**config.mk**
```make
export PLATFORM = sky130hd
export DESIGN_NAME = watermark_signature
export DESIGN_NICKNAME = d
export VERILOG_FILES = /design/src/rtl/watermark_pkg.sv /design/src/rtl/watermark_signature_misr32.sv /design/src/rtl/watermark_signature.sv
export SDC_FILE = /design/constraint.sdc
export NUM_CORES = 1
export LEC_CHECK = 0
export ABC_AREA = 1
export BUFFER_PORTS_ARGS = -buffer_cell sky130_fd_sc_hd__clkbuf_2
export CAP_MARGIN = 10
export CORE_MARGIN = 4
export CORE_UTILIZATION = 35
export DETAILED_ROUTE_END_ITERATION = 12
export GPL_TIMING_DRIVEN = 0
export PLACE_DENSITY_LB_ADDON = 0.2
export SYNTH_ARGS = -nofsm -noshare
export SYNTH_HDL_FRONTEND = slang
export SYNTH_SLANG_ARGS = --single-unit
```
**constraint.sdc**
```tcl
create_clock -name clk -period 2.9 [get_ports clk]
set_input_delay 0.435 -clock clk [delete_from_list [all_inputs] [get_ports clk]]
set_output_delay 0.435 -clock clk [all_outputs]
set_load 0.05 [all_outputs]
```
**src/rtl/watermark_pkg.sv**
```systemverilog
// watermark_pkg: shared definitions for the retire-stream watermark extractor.
//   - state_e      : extractor FSM states (IDLE..DONE)
//   - DEFAULT_POLY : default MISR feedback polynomial
//   - DEFAULT_SEED : default signature value loaded on arm
//   - misr_fold()  : one MISR step, shift left with polynomial feedback, then XOR in d
package watermark_pkg;

  typedef enum logic [2:0] {
    ST_IDLE    = 3'd0,
    ST_ARMED   = 3'd1,
    ST_COLLECT = 3'd2,
    ST_COMPARE = 3'd3,
    ST_DONE    = 3'd4
  } state_e;

  localparam logic [31:0] DEFAULT_POLY = 32'h04C11DB7;
  localparam logic [31:0] DEFAULT_SEED = 32'hFFFFFFFF;

  // The bit shifted out of the top selects whether the polynomial is folded back in.
  function automatic logic [31:0] misr_fold(input logic [31:0] sig,
                                            input logic [31:0] d,
                                            input logic [31:0] poly);
    return {sig[30:0], 1'b0} ^ (sig[31] ? poly : 32'h0000_0000) ^ d;
  endfunction

endpackage

```
**src/rtl/watermark_signature_misr32.sv**
```systemverilog
// misr32: 32-bit multiple-input signature register.
// Ports:
//   clk   in   rising-edge clock
//   rst_n in   asynchronous active-low reset (register returns to SEED)
//   load  in   reload SEED (has priority over en)
//   en    in   fold d into the register this cycle
//   d     in   32-bit data word to fold
//   sig   out  current register value
module misr32
  import watermark_pkg::*;
#(
  parameter logic [31:0] POLY = DEFAULT_POLY,
  parameter logic [31:0] SEED = DEFAULT_SEED
) (
  input  logic        clk,
  input  logic        rst_n,
  input  logic        load,
  input  logic        en,
  input  logic [31:0] d,
  output logic [31:0] sig
);

  logic [31:0] sig_q;
  logic [31:0] sig_d;

  // Next signature: reload, fold, or hold.
  always_comb begin
    sig_d = sig_q;
    if (load) begin
      sig_d = SEED;
    end else if (en) begin
      sig_d = misr_fold(sig_q, d, POLY);
    end else begin
      sig_d = sig_q;
    end
  end

  // Signature register.
  always_ff @(posedge clk or negedge rst_n) begin
    if (!rst_n) begin
      sig_q <= SEED;
    end else begin
      sig_q <= sig_d;
    end
  end

  assign sig = sig_q;

endmodule

```
**src/rtl/watermark_signature.sv**
```systemverilog
// watermark_signature: folds a window of WINDOW retired instructions (pc ^ inst),
// starting at the first retire whose PC equals the armed trigger PC, into a MISR
// and compares the result against an expected watermark.
// Ports:
//   clk, rst_n            clock, asynchronous active-low reset
//   start                 arm pulse; latches trig_pc and expected, restarts from any state
//   trig_pc, expected     trigger PC and reference watermark
//   ret_valid/pc/inst     retire stream (no backpressure)
//   busy                  registered, high in ARMED, COLLECT, COMPARE
//   done, match           sticky result, match valid while done is high
//   signature, count      current MISR value and retires folded so far
module watermark_signature
  import watermark_pkg::*;
#(
  parameter int          WINDOW = 64,
  parameter logic [31:0] POLY   = DEFAULT_POLY,
  parameter logic [31:0] SEED   = DEFAULT_SEED
) (
  input  logic                         clk,
  input  logic                         rst_n,
  input  logic                         start,
  input  logic [31:0]                  trig_pc,
  input  logic [31:0]                  expected,
  input  logic                         ret_valid,
  input  logic [31:0]                  ret_pc,
  input  logic [31:0]                  ret_inst,
  output logic                         busy,
  output logic                         done,
  output logic                         match,
  output logic [31:0]                  signature,
  output logic [$clog2(WINDOW+1)-1:0]  count
);

  localparam int            CW  = $clog2(WINDOW + 1);
  localparam logic [CW-1:0] ONE = CW'(1);
  localparam logic [CW-1:0] WIN = CW'(WINDOW);

  state_e        state_q, state_d;
  logic [CW-1:0] count_q, count_d;
  logic [31:0]   expected_q, expected_d;
  logic [31:0]   trig_q, trig_d;
  logic          done_q, done_d;
  logic          match_q, match_d;
  logic          busy_q, busy_d;
  logic          load_s;
  logic          fold_s;
  logic [CW-1:0] count_inc_s;
  logic [31:0]   sig_s;

  assign count_inc_s = count_q + ONE;

  misr32 #(
    .POLY (POLY),
    .SEED (SEED)
  ) u_misr (
    .clk   (clk),
    .rst_n (rst_n),
    .load  (load_s),
    .en    (fold_s),
    .d     (ret_inst ^ ret_pc),
    .sig   (sig_s)
  );

  // Next-state, counter, latch and result logic. start overrides everything,
  // including a retire presented in the same cycle.
  always_comb begin
    state_d    = state_q;
    count_d    = count_q;
    expected_d = expected_q;
    trig_d     = trig_q;
    done_d     = done_q;
    match_d    = match_q;
    load_s     = 1'b0;
    fold_s     = 1'b0;
    if (start) begin
      state_d    = ST_ARMED;
      count_d    = '0;
      expected_d = expected;
      trig_d     = trig_pc;
      done_d     = 1'b0;
      match_d    = 1'b0;
      load_s     = 1'b1;
    end else begin
      case (state_q)
        ST_IDLE: begin
          state_d = ST_IDLE;
        end
        ST_ARMED: begin
          if (ret_valid && (ret_pc == trig_q)) begin
            fold_s  = 1'b1;
            count_d = ONE;
            state_d = (WINDOW == 1) ? ST_COMPARE : ST_COLLECT;
          end else begin
            state_d = ST_ARMED;
          end
        end
        ST_COLLECT: begin
          // The trigger PC is only checked once; every later retire is folded.
          if (ret_valid) begin
            fold_s  = 1'b1;
            count_d = count_inc_s;
            if (count_inc_s == WIN) begin
              state_d = ST_COMPARE;
            end else begin
              state_d = ST_COLLECT;
            end
          end else begin
            state_d = ST_COLLECT;
          end
        end
        ST_COMPARE: begin
          match_d = (sig_s == expected_q);
          done_d  = 1'b1;
          state_d = ST_DONE;
        end
        ST_DONE: begin
          state_d = ST_DONE;
        end
        default: begin
          state_d = ST_IDLE;
        end
      endcase
    end
  end

  // busy is registered from the next state so it rises the cycle after start.
  always_comb begin
    busy_d = (state_d == ST_ARMED) || (state_d == ST_COLLECT) || (state_d == ST_COMPARE);
  end

  // Control and result registers.
  always_ff @(posedge clk or negedge rst_n) begin
    if (!rst_n) begin
      state_q    <= ST_IDLE;
      count_q    <= '0;
      expected_q <= 32'h0000_0000;
      trig_q     <= 32'h0000_0000;
      done_q     <= 1'b0;
      match_q    <= 1'b0;
      busy_q     <= 1'b0;
    end else begin
      state_q    <= state_d;
      count_q    <= count_d;
      expected_q <= expected_d;
      trig_q     <= trig_d;
      done_q     <= done_d;
      match_q    <= match_d;
      busy_q     <= busy_d;
    end
  end

  assign busy      = busy_q;
  assign done      = done_q;
  assign match     = match_q;
  assign signature = sig_s;
  assign count     = count_q;

endmodule

```
==> out/results.ini <==
[sta]
fin_hold_ws_ps=278
rsz0062_at_grt=false
hold_violations=0
finalSetupViolCount=0
fin_crit_sh_pct=65.6
worst_pin_slew_ps=706
slew_headroom_pct=53.0
finClkSkew_ps=9.31
maxSlewViolCount=0
min_period_ps=1900
timing.fmax_ghz=0.526

[synthesis]
synthCells=818
seq_area_frac_synth_pct=44.7
syn_area_um2=6190
avgSynthCellArea_um2=7.57
ys.flop_type=dfrtp_1
synth_enable_flop_cells=0
yosys_warnings=0
synth_nets=952
ys_seq_elements=109
synthArstFlopShare_pct=100
synth_cell_type_count=28

[setup_path]
max_stage_delay_ps=420
worstReg2RegStart=state_q[2]$_DFF_PN0_
ff2ff_path_depth=8
startpoint=state_q[2]$_DFF_PN0_
crit_path_max_fanout=10
critPathKind=register to register
crit_path_cell_trace=nor3_2 > nand2_1 > nand2_1 > inv_2 > buf_2 > buf_1 > nand3_1 > nand2_1
reg2reg_to=count[5]$_DFFE_PN0P_
path_delay_family=simple AND/OR/NAND/NOR gates
rrSetupSlack_ps=1000
crit_arrival_ps=2140
slowest_stage=dfrtp_1
crit_end=count[5]$_DFFE_PN0P_
path_buf_inv=3
path_common_cell=nand2_1
critPathCaptureType=register
required_ps=3140
start_kind=register
path_depth=8

[clock_network]
cts.clk_slew.worst_paths_ps=80
clockBufferDepth=2
htree_levels=3
clkLatencyLatePin_ps=350
ctsHoldBuffers=1
cts_setup_buffers=0
cts_tree=yes
clock_sinks=109
cts_buffers=9
post_cts_resized=0
clockRootBuffer=clkbuf_16

[routing]
drt_pre_antenna_iters=5
wl_per_cell_um=15.7
drc=0
ant_nets=0
drtIter0Drc=306
finalWirelength_um=19400
vias=5671
avgViaCountPerCell=4.60

[floorplan]
io_pins=174
initial_core_util_pct=35.8
dieWidth_um=141
dieArea_um2=19900
core_um2=17300
die_h_um=141
placementRows=48

[power]
ir_drop_mv=0.278
sw_frac_of_total_pct=32.9
intPower_mw=2.92
p_switching_mw=1.43
p_seq_share_pct=42.9
power_mw=4.35
p_per_area_nw_per_um2=564
p_clk_share_pct=32.0
leakagePower_nw=4.11
p_comb_share_pct=25.2

[min_path]
holdCritPathClass=input pin to register

[global_routing]
grt_pass1_vias=5487
grt_pass1_wl_um=30000
grt_overflow_total=0
grt_max_degree=109
antenna_found_initial=0
track_usage_pct=19.4

[run_status]
status=completed

[finish]
area.growth.synth_to_final_pct=24.7
diodes=0
fin_nets=1138
drive_gt1_share_pct=25.7

[place]
gp_congestion=0.843
io_buffers=173
hpwl_um=15000

[run]
cap_violations=0

flip-flops by register name, indices dropped and copies added (netlist names):
signal	flops
count	7
expected_q	32
u_misr.sig	32
state_q	3
busy	1
match	1
done	1
trig_q	32
how the worst min path moves through the flow:
stage,from,depth (start not counted),to,slack (ps)
floorplan,rst_n,0,busy$_DFF_PN0_,140
global placement,trig_q[0]$_DFFE_PN0P_,2,trig_q[0]$_DFFE_PN0P_,470
detailed placement,rst_n,1,trig_q[6]$_DFFE_PN0P_,240
CTS,trig_pc[2],3,trig_q[2]$_DFFE_PN0P_,270
global route,expected[24],3,expected_q[24]$_DFFE_PN0P_,280
finish,trig_pc[2],3,trig_q[2]$_DFFE_PN0P_,280
placed cells by master (no fill, tap or decap):
| cell | instances |
|---|---|
| clkinv_4 | 2 |
| xor2_1 | 24 |
| nand3b_1 | 1 |
| clkbuf_1 | 16 |
| buf_2 | 8 |
| nor3_2 | 1 |
| bufinv_16 | 2 |
| clkbuf_8 | 3 |
| buf_1 | 4 |
| buf_6 | 3 |
| dfrtp_1 | 77 |
| o22ai_1 | 1 |
| xnor2_1 | 66 |
| inv_2 | 2 |
| clkinv_2 | 1 |
| a21oi_1 | 15 |
| nand4_1 | 9 |
| nand2_4 | 1 |
| or2_2 | 20 |
| clkbuf_2 | 172 |
| nand3_2 | 1 |
| dlygate4sd3_1 | 1 |
| nor2_1 | 28 |
| clkinv_1 | 1 |
| buf_16 | 1 |
| ha_1 | 2 |
| nor3_1 | 4 |
| inv_1 | 76 |
| nand3_1 | 68 |
| nand2_1 | 318 |
| dfstp_2 | 32 |
| o21ai_0 | 36 |
| o21ai_1 | 2 |
| clkbuf_16 | 9 |
| nor4b_1 | 1 |
| nor2_2 | 1 |
cells in the mapped netlist (3+ instances only):
cell type | number | share of area, %
nand2_1 | 318 | 19
dfrtp_1 | 77 | 31
inv_1 | 76 | 4.6
nand3_1 | 68 | 5.5
xnor2_1 | 66 | 9.3
o21ai_0 | 36 | 2.9
dfstp_2 | 32 | 14
nor2_1 | 28 | 1.7
xor2_1 | 24 | 3.4
or2_2 | 20 | 2.0
clkbuf_1 | 16 | 0.97
a21oi_1 | 15 | 1.2
nand4_1 | 9 | 0.91
buf_2 | 8 | 0.65
buf_1 | 4 | 0.24
nor3_1 | 4 | 0.32
buf_6 | 3 | 0.55
layer usage:
layer / share of wire [%] / wire length, um / track usage, % / vias to the layer above
li1: - / - / - / 2898
met1: 48 / 9350 / 28.0 / 2579
met2: 45 / 8770 / 30.0 / 175
met3: 5.2 / 1010 / 3.09 / 19
met4: 1.6 / 304 / 6.12 / 0
met5: 0 / 0 / 0 / -
power by group through the flow:
stage | Sequential [mW] | Combinational (mW) | Clock (mW)
after floorplan | 2.09 | 0.520 | 0
after global placement | 1.89 | 1.08 | 0
after detailed placement | 1.89 | 1.10 | 0
after CTS | 1.87 | 1.11 | 1.42
after global routing | 1.89 | 1.21 | 1.48
final | 1.87 | 1.09 | 1.39
layout make-up:
cell class | count | area, um^2
inverters | 79 | 297
repair buffers | 175 | 912
clock buffers | 11 | 253
multi-input cells | 599 | 2980
plain buffers | 31 | 149
flip-flops and latches | 109 | 2770
clock inverters | 5 | 82.6
fillers | 1821 | 9580
well taps | 225 | 282
worst register-to-register path: cells and delay by family, from the launching register on:
kind	cells	cell delay, ps
and+or+nand+nor	5	830
buffers and inverters	3	540
DFF	1	420
kinds of logic after synthesis:
group / synth area share (%)
XOR/XNOR: 12.7
adder cells (fa/ha/maj): 0.404
flip-flops: 44.7
AO/OA/AOI/OAI: 4.38
AND/OR/NAND/NOR: 30.6
buffers and inverters: 7.19
through the flow:
stage               worst slack [ps]  setup TNS [ps]  instances  cell area [um^2]  utilization [%]
finish                           998               0       1234              7720             44.6
global route                     826               0       1234              7720             44.6
CTS                             1020               0       1234              7720             44.6
detailed placement               723               0       1217              7380             42.6
global placement                -336          -25170       1216              7340             42.4
floorplan                       1220               0        818              6190                -
Note: power is estimated with default switching activity, not from simulation.
